$ cat config.mk
export PLATFORM = sky130hd
export DESIGN_NAME = mmcm_drp_seq
export DESIGN_NICKNAME = d
export VERILOG_FILES = /design/src/rtl/mmcm_drp_seq.sv
export SDC_FILE = /design/constraint.sdc
export NUM_CORES = 1
export LEC_CHECK = 0
export CAP_MARGIN = 5
export CORE_ASPECT_RATIO = 1.5
export CORE_UTILIZATION = 60
export DETAILED_ROUTE_END_ITERATION = 16
export GPL_TIMING_DRIVEN = 0
export HOLD_SLACK_MARGIN = 0.05
export PLACE_DENSITY = 0.81
export SLEW_MARGIN = 20
export SYNTH_ARGS = -nofsm -noshare
export SYNTH_HDL_FRONTEND = slang
export SYNTH_SLANG_ARGS = --single-unit
$ cat constraint.sdc
create_clock -name clk_usb -period 7.6 [get_ports clk_usb]
set_input_delay 1.52 -clock clk_usb [delete_from_list [all_inputs] [get_ports clk_usb]]
set_output_delay 1.52 -clock clk_usb [all_outputs]
set_load 0.05 [all_outputs]
$ cat src/rtl/mmcm_drp_seq.sv
// rtl/mmcm_drp_seq.sv - MMCM reconfiguration sequencer driving the DRP port
// Holds a small buffer of (addr, keep-mask, data) entries loaded from the
// register layer. On start it holds the MMCM in reset, performs a
// read-modify-write per entry, releases reset and waits for LOCKED.
module mmcm_drp_seq #(
  parameter int pDEPTH        = 8,
  parameter int pDRDY_TIMEOUT = 255,
  parameter int pLOCK_TIMEOUT = 65535
) (
  input  logic                     clk_usb,
  input  logic                     reset_n,
  input  logic                     cmd_wr,
  input  logic [6:0]               cmd_addr,
  input  logic [15:0]              cmd_mask,
  input  logic [15:0]              cmd_data,
  input  logic                     cmd_clear,
  output logic [$clog2(pDEPTH):0]  cmd_count,
  output logic                     cmd_overflow,
  input  logic                     start,
  output logic                     busy,
  output logic                     done,
  output logic                     error,
  output logic [1:0]               err_code,
  output logic [6:0]               drp_addr,
  output logic                     drp_den,
  output logic                     drp_dwe,
  output logic [15:0]              drp_din,
  input  logic [15:0]              drp_dout,
  input  logic                     drp_drdy,
  output logic                     mmcm_rst,
  input  logic                     mmcm_locked
);

  localparam int CW = $clog2(pDEPTH) + 1;
  localparam int AW = $clog2(pDEPTH);
  localparam int DW = $clog2(pDRDY_TIMEOUT + 1);
  localparam int LW = $clog2(pLOCK_TIMEOUT + 1);
  localparam logic [CW-1:0] DEPTH_C   = CW'(pDEPTH);
  localparam logic [DW-1:0] DRDY_TO_C = DW'(pDRDY_TIMEOUT);
  localparam logic [LW-1:0] LOCK_TO_C = LW'(pLOCK_TIMEOUT);

  typedef enum logic [3:0] {
    S_IDLE,
    S_RST,
    S_RD,
    S_RD_WAIT,
    S_WR,
    S_WR_WAIT,
    S_REL,
    S_WAIT_LOCK,
    S_FIN
  } state_t;

  state_t          state_q, state_d;
  logic [38:0]     mem_q [pDEPTH];
  logic [38:0]     mem_d [pDEPTH];
  logic [CW-1:0]   cnt_q, cnt_d;
  logic [CW-1:0]   idx_q, idx_d;
  logic            ovf_q, ovf_d;
  logic            err_q, err_d;
  logic [1:0]      code_q, code_d;
  logic [DW-1:0]   dcnt_q, dcnt_d;
  logic [LW-1:0]   lcnt_q, lcnt_d;
  logic            rdy_q, rdy_d;
  logic [15:0]     rdata_q, rdata_d;
  logic [15:0]     new_q, new_d;
  logic            lock_meta_q, lock_sync_q;

  logic [38:0]     entry;
  logic [6:0]      ent_addr;
  logic [15:0]     ent_mask;
  logic [15:0]     ent_data;
  logic [CW-1:0]   idx_inc;

  assign entry    = mem_q[idx_q[AW-1:0]];
  assign ent_addr = entry[38:32];
  assign ent_mask = entry[31:16];
  assign ent_data = entry[15:0];
  assign idx_inc  = idx_q + 1'b1;

  assign cmd_count    = cnt_q;
  assign cmd_overflow = ovf_q;
  assign error        = err_q;
  assign err_code     = code_q;

  // Next-state, buffer update and DRP/MMCM outputs decoded from the current state
  always_comb begin
    state_d  = state_q;
    mem_d    = mem_q;
    cnt_d    = cnt_q;
    idx_d    = idx_q;
    ovf_d    = ovf_q;
    err_d    = err_q;
    code_d   = code_q;
    dcnt_d   = dcnt_q;
    lcnt_d   = lcnt_q;
    rdy_d    = rdy_q;
    rdata_d  = rdata_q;
    new_d    = new_q;
    busy     = 1'b0;
    done     = 1'b0;
    drp_den  = 1'b0;
    drp_dwe  = 1'b0;
    drp_addr = 7'd0;
    drp_din  = 16'd0;
    mmcm_rst = 1'b0;

    case (state_q)
      S_IDLE: begin
        // Clear beats everything else; a start in the same cycle as a push
        // takes priority so the entry count cannot change under the sequence.
        if (cmd_clear) begin
          cnt_d = '0;
          ovf_d = 1'b0;
        end else if (start && (cnt_q != '0)) begin
          err_d   = 1'b0;
          code_d  = 2'd0;
          idx_d   = '0;
          state_d = S_RST;
        end else if (cmd_wr) begin
          if (cnt_q < DEPTH_C) begin
            mem_d[cnt_q[AW-1:0]] = {cmd_addr, cmd_mask, cmd_data};
            cnt_d = cnt_q + 1'b1;
          end else begin
            ovf_d = 1'b1;
          end
        end
      end

      S_RST: begin
        busy     = 1'b1;
        mmcm_rst = 1'b1;
        state_d  = S_RD;
      end

      S_RD: begin
        busy     = 1'b1;
        mmcm_rst = 1'b1;
        drp_den  = 1'b1;
        drp_addr = ent_addr;
        dcnt_d   = DW'(1);
        // drdy may answer in the den cycle itself; keep it for the wait state
        rdy_d    = drp_drdy;
        if (drp_drdy) rdata_d = drp_dout;
        state_d  = S_RD_WAIT;
      end

      S_RD_WAIT: begin
        busy     = 1'b1;
        mmcm_rst = 1'b1;
        drp_addr = ent_addr;
        if (rdy_q) begin
          new_d   = (rdata_q & ent_mask) | (ent_data & ~ent_mask);
          state_d = S_WR;
        end else if (dcnt_q >= DRDY_TO_C) begin
          err_d   = 1'b1;
          code_d  = 2'd1;
          state_d = S_REL;
        end else begin
          dcnt_d = dcnt_q + 1'b1;
          if (drp_drdy) begin
            rdy_d   = 1'b1;
            rdata_d = drp_dout;
          end
        end
      end

      S_WR: begin
        busy     = 1'b1;
        mmcm_rst = 1'b1;
        drp_den  = 1'b1;
        drp_dwe  = 1'b1;
        drp_addr = ent_addr;
        drp_din  = new_q;
        dcnt_d   = DW'(1);
        rdy_d    = drp_drdy;
        state_d  = S_WR_WAIT;
      end

      S_WR_WAIT: begin
        busy     = 1'b1;
        mmcm_rst = 1'b1;
        drp_addr = ent_addr;
        if (rdy_q) begin
          idx_d   = idx_inc;
          state_d = (idx_inc == cnt_q) ? S_REL : S_RD;
        end else if (dcnt_q >= DRDY_TO_C) begin
          err_d   = 1'b1;
          code_d  = 2'd1;
          state_d = S_REL;
        end else begin
          dcnt_d = dcnt_q + 1'b1;
          if (drp_drdy) rdy_d = 1'b1;
        end
      end

      S_REL: begin
        busy    = 1'b1;
        lcnt_d  = LOCK_TO_C;
        state_d = S_WAIT_LOCK;
      end

      S_WAIT_LOCK: begin
        busy = 1'b1;
        if (lock_sync_q) begin
          state_d = S_FIN;
        end else if (lcnt_q == '0) begin
          err_d = 1'b1;
          // an earlier drdy timeout is the more useful diagnosis; keep it
          if (code_q == 2'd0) code_d = 2'd2;
          state_d = S_FIN;
        end else begin
          lcnt_d = lcnt_q - 1'b1;
        end
      end

      S_FIN: begin
        done    = 1'b1;
        cnt_d   = '0;
        state_d = S_IDLE;
      end

      default: state_d = S_IDLE;
    endcase
  end

  // Sequencer state, buffer and counters
  always_ff @(posedge clk_usb or negedge reset_n) begin
    if (!reset_n) begin
      state_q <= S_IDLE;
      for (int i = 0; i < pDEPTH; i++) mem_q[i] <= '0;
      cnt_q   <= '0;
      idx_q   <= '0;
      ovf_q   <= 1'b0;
      err_q   <= 1'b0;
      code_q  <= 2'd0;
      dcnt_q  <= '0;
      lcnt_q  <= '0;
      rdy_q   <= 1'b0;
      rdata_q <= 16'd0;
      new_q   <= 16'd0;
    end else begin
      state_q <= state_d;
      mem_q   <= mem_d;
      cnt_q   <= cnt_d;
      idx_q   <= idx_d;
      ovf_q   <= ovf_d;
      err_q   <= err_d;
      code_q  <= code_d;
      dcnt_q  <= dcnt_d;
      lcnt_q  <= lcnt_d;
      rdy_q   <= rdy_d;
      rdata_q <= rdata_d;
      new_q   <= new_d;
    end
  end

  // Two-flop synchroniser for the asynchronous LOCKED input
  always_ff @(posedge clk_usb or negedge reset_n) begin
    if (!reset_n) begin
      lock_meta_q <= 1'b0;
      lock_sync_q <= 1'b0;
    end else begin
      lock_meta_q <= mmcm_locked;
      lock_sync_q <= lock_meta_q;
    end
  end

endmodule

==> results of run 1 <==
==> cells in the final DEF (no fill, tap or decap), types with 12 or more instances in the layout <==
cell type,instances
mux4_2,78
a221o_1,16
nand2_1,37
dfrtp_1,387
nor3_1,21
mux2_4,30
o21ai_0,14
mux2_2,310
and2_1,19
mux2i_1,20
nand3_1,12
clkbuf_1,25
nor2_1,25
xnor2_1,12
clkdlybuf4s50_1,96
buf_2,29
a21oi_1,19
clkbuf_16,39
==> final cells by class <==
cell class	instances	area, um2
Antenna cell	1	2.50
Buffer	70	404
Clock buffer	50	1090
Clock inverter	15	221
Fill cell	1900	8310
Inverter	10	37.5
Multi-Input combinational cell	714	7710
Sequential cell	387	9680
Tap cell	390	488
Timing Repair Buffer	100	1060
==> cell usage after synthesis, drive strengths merged (4+ instances only) <==
cell type | instances | area share
clkbuf | 21 | 0.0044
nor2 | 26 | 0.0059
ha | 6 | 0.0042
o21ai | 14 | 0.0039
and3 | 6 | 0.0021
inv | 10 | 0.0021
buf | 49 | 0.018
dfrtp | 387 | 0.54
mux4 | 78 | 0.099
nor4 | 5 | 0.0021
xor2 | 10 | 0.0049
and4 | 4 | 0.0021
a211oi | 4 | 0.0017
a31oi | 4 | 0.0014
nand3 | 14 | 0.0045
nand4 | 7 | 0.0033
a21oi | 20 | 0.0056
and2 | 19 | 0.0067
mux2 | 344 | 0.22
nand2 | 37 | 0.0078
or3 | 6 | 0.0021
mux2i | 20 | 0.011
xnor2 | 12 | 0.0059
a221o | 16 | 0.0090
or3b | 4 | 0.0020
nor3 | 24 | 0.0073
nor3b | 4 | 0.0022
==> how the worst max path moves through the flow <==
stage | slack [ns] | cells after the start | endpoint | from
after floorplan | 3.57 | 7 | drp_addr[4] | idx_q[1]
after global placement | -11.26 | 1 | mem_q[177] | reset_n
after detailed placement | 2.27 | 8 | drp_addr[6] | idx_q[1]
after CTS | 1.68 | 8 | drp_addr[6] | idx_q[1]
after global routing | 1.63 | 8 | drp_addr[6] | idx_q[1]
final | 1.66 | 8 | drp_addr[4] | idx_q[1]
==> cells by family after synthesis <==
group           Yosys count  share of synthesized area
flops                   387                      0.543
simple gates            170                     0.0542
xor+xnor                 22                     0.0108
buf+inv                  80                     0.0248
fa+ha+maj                 6                    0.00421
mux                     442                      0.333
compound gates           74                     0.0295
==> worst max-delay path, delay by kind of cell (launching register included) <==
| kind | cells | cell delay, ns |
|---|---|---|
| buffers and inverters | 5 | 2.94 |
| flip-flops | 1 | 0.35 |
| multiplexers | 1 | 0.34 |
| AO/OA/AOI/OAI | 1 | 0.17 |
| AND/OR/NAND/NOR | 1 | 0.06 |
==> state kept, by name (all words and copies together), names as in the netlist <==
signal / flops
mem_q: 312
lcnt_q: 16
new_q: 16
rdata_q: 16
dcnt_q: 8
cmd_count: 4
idx_q: 4
state_q: 4
err_code: 2
cmd_overflow: 1
error: 1
lock_meta_q: 1
lock_sync_q: 1
rdy_q: 1
==> routing by layer <==
metal / vias to the layer above / share of wire
li1: 4694 / -
met1: 5742 / 0.39
met2: 274 / 0.53
met3: 87 / 0.044
met4: 2 / 0.039
met5: - / 0.00026
==> where the power goes <==
part	switching, mW	total, mW	internal, mW
clock network	0.804	1.98	1.18
logic	1.11	2.01	0.899
registers	0.221	2.61	2.39
==> impl_metrics.yaml, run 1 <==
run_status:
  status: "finished, final reports clean"
grt:
  grt_pass1_vias: 11486
  track_usage: 0.298
  top_usage_layer: "met2"
  grt_max_degree: 104
  overflow: 0
  antenna_found_initial: 2
  grt_pass1_wl_um: 66200
  grt_use_met1: 0.364
  use_met2: 0.525
  grt_use_met3: 0.0460
clocking:
  cts_tree: "built"
  ctsRootBufferMaster: "clkbuf_16"
  cts_resized: 0
  post_cts_buffers: 0
  cts_buffer_depth: 3
  h-tree-depth: 2
  clkTransAtPathRegs_ns: 0.06
  cts_buffers: 37
  hold_buffers: 0
  clock_latency_ns: 0.54
  cts.sinks: 387
floorplan:
  rows: 76
  die_h_um: 213
  initial_core_util: 0.615
  die_w_um: 143
  ioPinCount: 98
  die_area_mm2: 0.0304
  core_mm2: 0.0290
routing:
  drt_pass1_iterations: 6
  ant_nets: 0
  drt_iter0_markers: 689
  vias: 10799
  wl_per_cell_um: 24.6
  drc_errors: 0
  avgViaCountPerCell: 6.22
  drt-total-wl_um: 42700
setup_path:
  slowest_delay_ns: 0.82
  r2r-end: "mem_q[101]"
  required_ns: 6.08
  worstSetupStartpointType: "register"
  arrival_ns: 4.42
  r2r_slack_ns: 4.23
  crit_slowest_cell: "clkdlybuf4s50_1"
  worstSetupPathType: "reg2out"
  ff2ff_path_depth: 10
  end_kind: "output port"
  cp_cell_sequence: "buf_2 -> buf_1 -> buf_2 -> buf_1 -> mux4_2 -> nand2_1 -> a21oi_1 -> clkdlybuf4s50_1"
  crit_fanout: 10
  r2r_start: "cmd_count[0]"
sta:
  worst_slack_ns: 1.66
  maxSlewHeadroom: 0.334
  fin_skew_ns: 0.0120
  fmax_ghz: 0.168
  hold_viol_final: 0
  finalSetupViolCount: 0
  layout_min_cycle_time_ns: 5.94
  whs_ns: 0.368
  timing.setup.tns_ns: 0
  tightest_slew_ns: 0.992
  maxSlewViolCount: 0
  rsz0062_at_grt: "no"
  fin_crit_sh: 0.781
placed_design:
  place_area_mm2: 0.0194
  place_ws_ns: 2.27
  dp_hpwl_um: 28300
  io_buffers: 97
  post-place-cells: 1671
  place.gp.congestion: 0.835
logic_synthesis:
  yosys_warnings: 0
  syn_area_mm2: 0.0178
  ys_seq_area_frac: 0.543
  synthArstFlopShare: 1.00
  synth-main-ff-cell: "dfrtp_1"
  synth-edff-count: 0
  ys_ff_latch: 387
  synthDistinctLibCells: 61
  syn_nets: 1249
  syn_inst: 1181
  syn_avg_cell_area_um2: 15.1
run:
  maxCapViolCount: 0
cells_and_area:
  area_growth_pct: 16.1
  stdcell_count: 1737
  stdcell_area_mm2: 0.0207
  final_core_util: 0.714
  nNetsFinal: 1388
  final_layout_size_suffix_gt1_frac: 0.408
power:
  total_power_mw: 6.61
  p_per_area_mw_per_mm2: 319
  max-vdd-ir-drop_mv: 0.182
  p_leak_nw: 9.55
worst_hold_path:
  hold_path.class: "reg2reg"
  holdPathEnd: "lock_sync_q"
  hold_depth: 0
  hold_start: "lock_meta_q"
Note: power is estimated with default switching activity, not from simulation.
==> run 2, diff against run 1 <==
clock period = 5.75 ns   (was 7.6 ns; I/O delays follow)
==> results of run 2 <==
The final DEF is identical to that of run 1. Status: finished, final reports clean.
Among the figures that moved: setup slack after placement 2.27 ns -> 0.786 ns; setup slack after layout 1.66 ns -> 0.185 ns; register-to-register setup slack 4.23 ns -> 2.38 ns; total power 6.61 mW -> 8.74 mW; worst IR drop on VDD 0.182 mV -> 0.240 mV
==> run 3, diff against run 2 <==
clock period = 5.15 ns   (was 5.75 ns; I/O delays follow)
==> impl_metrics.yaml, run 3 (synthesis gave the netlist of run 1 again) <==
sta:
  maxSlewViolCount: 0
  maxSlewHeadroom: 0.363
  timing.setup.tns_ns: 0
  tightest_slew_ns: 0.949
  layout_min_cycle_time_ns: 4.88
  rsz0062_at_grt: "no"
  hold_viol_final: 0
  fin_skew_ns: 0.0161
  finalSetupViolCount: 0
  fin_crit_sh: 0.947
  fmax_ghz: 0.205
placed_design:
  dp_hpwl_um: 28300
  place.gp.congestion: 0.835
  io_buffers: 97
floorplan:
  initial_core_util: 0.615
  die_w_um: 143
  die_area_mm2: 0.0304
  rows: 76
  ioPinCount: 98
  die_h_um: 213
  core_mm2: 0.0290
routing:
  avgViaCountPerCell: 6.20
  drt-total-wl_um: 42400
  drc_errors: 0
  vias: 10746
  drt_pass1_iterations: 5
  ant_nets: 0
  wl_per_cell_um: 24.4
  drt_iter0_markers: 575
power:
  total_power_mw: 9.73
  max-vdd-ir-drop_mv: 0.265
  p_per_area_mw_per_mm2: 470
  p_leak_nw: 9.54
grt:
  grt_max_degree: 104
  track_usage: 0.297
  antenna_found_initial: 2
  grt_pass1_wl_um: 66100
  overflow: 0
  grt_pass1_vias: 11471
cells_and_area:
  final_layout_size_suffix_gt1_frac: 0.408
  top_register: "mem_q"
  area_growth_pct: 16.0
  antenna_cells: 0
  mostFrequentLayoutCells: "dfrtp_1 (387), mux2_2 (310), clkdlybuf4s50_1 (96)"
  largest_reg_flops: 312
  final_common_cell: "dfrtp_1"
  nNetsFinal: 1386
run:
  maxCapViolCount: 0
setup_path:
  end_kind: "output port"
  worstSetupPathType: "reg2out"
  crit_fanout: 17
  arrival_ns: 3.85
  worstSetupStartpointType: "register"
  required_ns: 4.12
worst_hold_path:
  hold_path.class: "reg2reg"
clocking:
  cts_buffer_depth: 3
  ctsRootBufferMaster: "clkbuf_16"
  post_cts_buffers: 0
  cts_tree: "built"
  cts_buffers: 37
  clock_latency_ns: 0.54
  hold_buffers: 0
  cts.sinks: 387
  clkTransAtPathRegs_ns: 0.07
  h-tree-depth: 2
run_status:
  status: "finished, final reports clean"
run 3: power by group:
group / internal (mW) / switching, mW
sequential: 3.53 / 0.328
combinational: 1.32 / 1.63
clock: 1.74 / 1.18
total: 6.59 / 3.14
run 3: per-layer routing:
metal | part of all wire | track usage | vias up
li1 | - | - | 4681
met4 | 0.039 | 0.120 | 2
met2 | 0.53 | 0.525 | 306
met5 | 0.00028 | 0 | -
met1 | 0.39 | 0.362 | 5673
met3 | 0.048 | 0.0466 | 84
run 3: cell type report:
type | count | area (um2)
clock inverters | 15 | 221
well taps | 390 | 488
inverters | 10 | 37.5
plain buffers | 68 | 395
fillers | 1901 | 8320
multi-input cells | 714 | 7710
repair buffers | 100 | 1060
clock buffers | 50 | 1090
flip-flops and latches | 387 | 9680
run 3: final timing paths:
kind                       depth (start not counted)     endpoint    startpoint  slack (ns)
setup / recovery                                   7  drp_addr[4]      idx_q[1]        0.27
hold / removal                                     0  lock_sync_q   lock_meta_q        0.37
setup reg to reg                                  10   mem_q[101]  cmd_count[0]        1.78
hold reg to reg                                    0  lock_sync_q   lock_meta_q        0.37
max in group asynchronous                          3   mem_q[183]       reset_n        3.20
min in group asynchronous                          1   mem_q[151]       reset_n        0.51
run 3: per-stage QoR:
stage / hold WS, ns / utilization / worst slack [ns] / std cells / cell area [um2]
6_report: 0.368 / 0.713 / 0.274 / 1734 / 20700
5_1_grt: 0.375 / 0.713 / 0.251 / 1734 / 20700
4_1_cts: 0.372 / 0.713 / 0.0677 / 1735 / 20700
3_5_place_dp: 0.358 / 0.668 / 0.306 / 1671 / 19400
3_3_place_gp: 0.352 / 0.665 / -13.22 / 1668 / 19300
2_1_floorplan: 0.331 / - / 1.61 / 1181 / 17800
run 3: critical path, stage by stage, from the launching register on:
cell,delay [ns]
dfrtp_1,0.35
buf_2,0.46
buf_2,0.46
buf_1,0.63
mux4_2,0.35
nand2_1,0.06
a21oi_1,0.17
clkdlybuf4s50_1,0.82
run 3: what timing repair did:
item                       4_1_cts  5_1_grt
gates cloned                     0        0
resized for setup                0        0
setup endpoints to repair        7        7
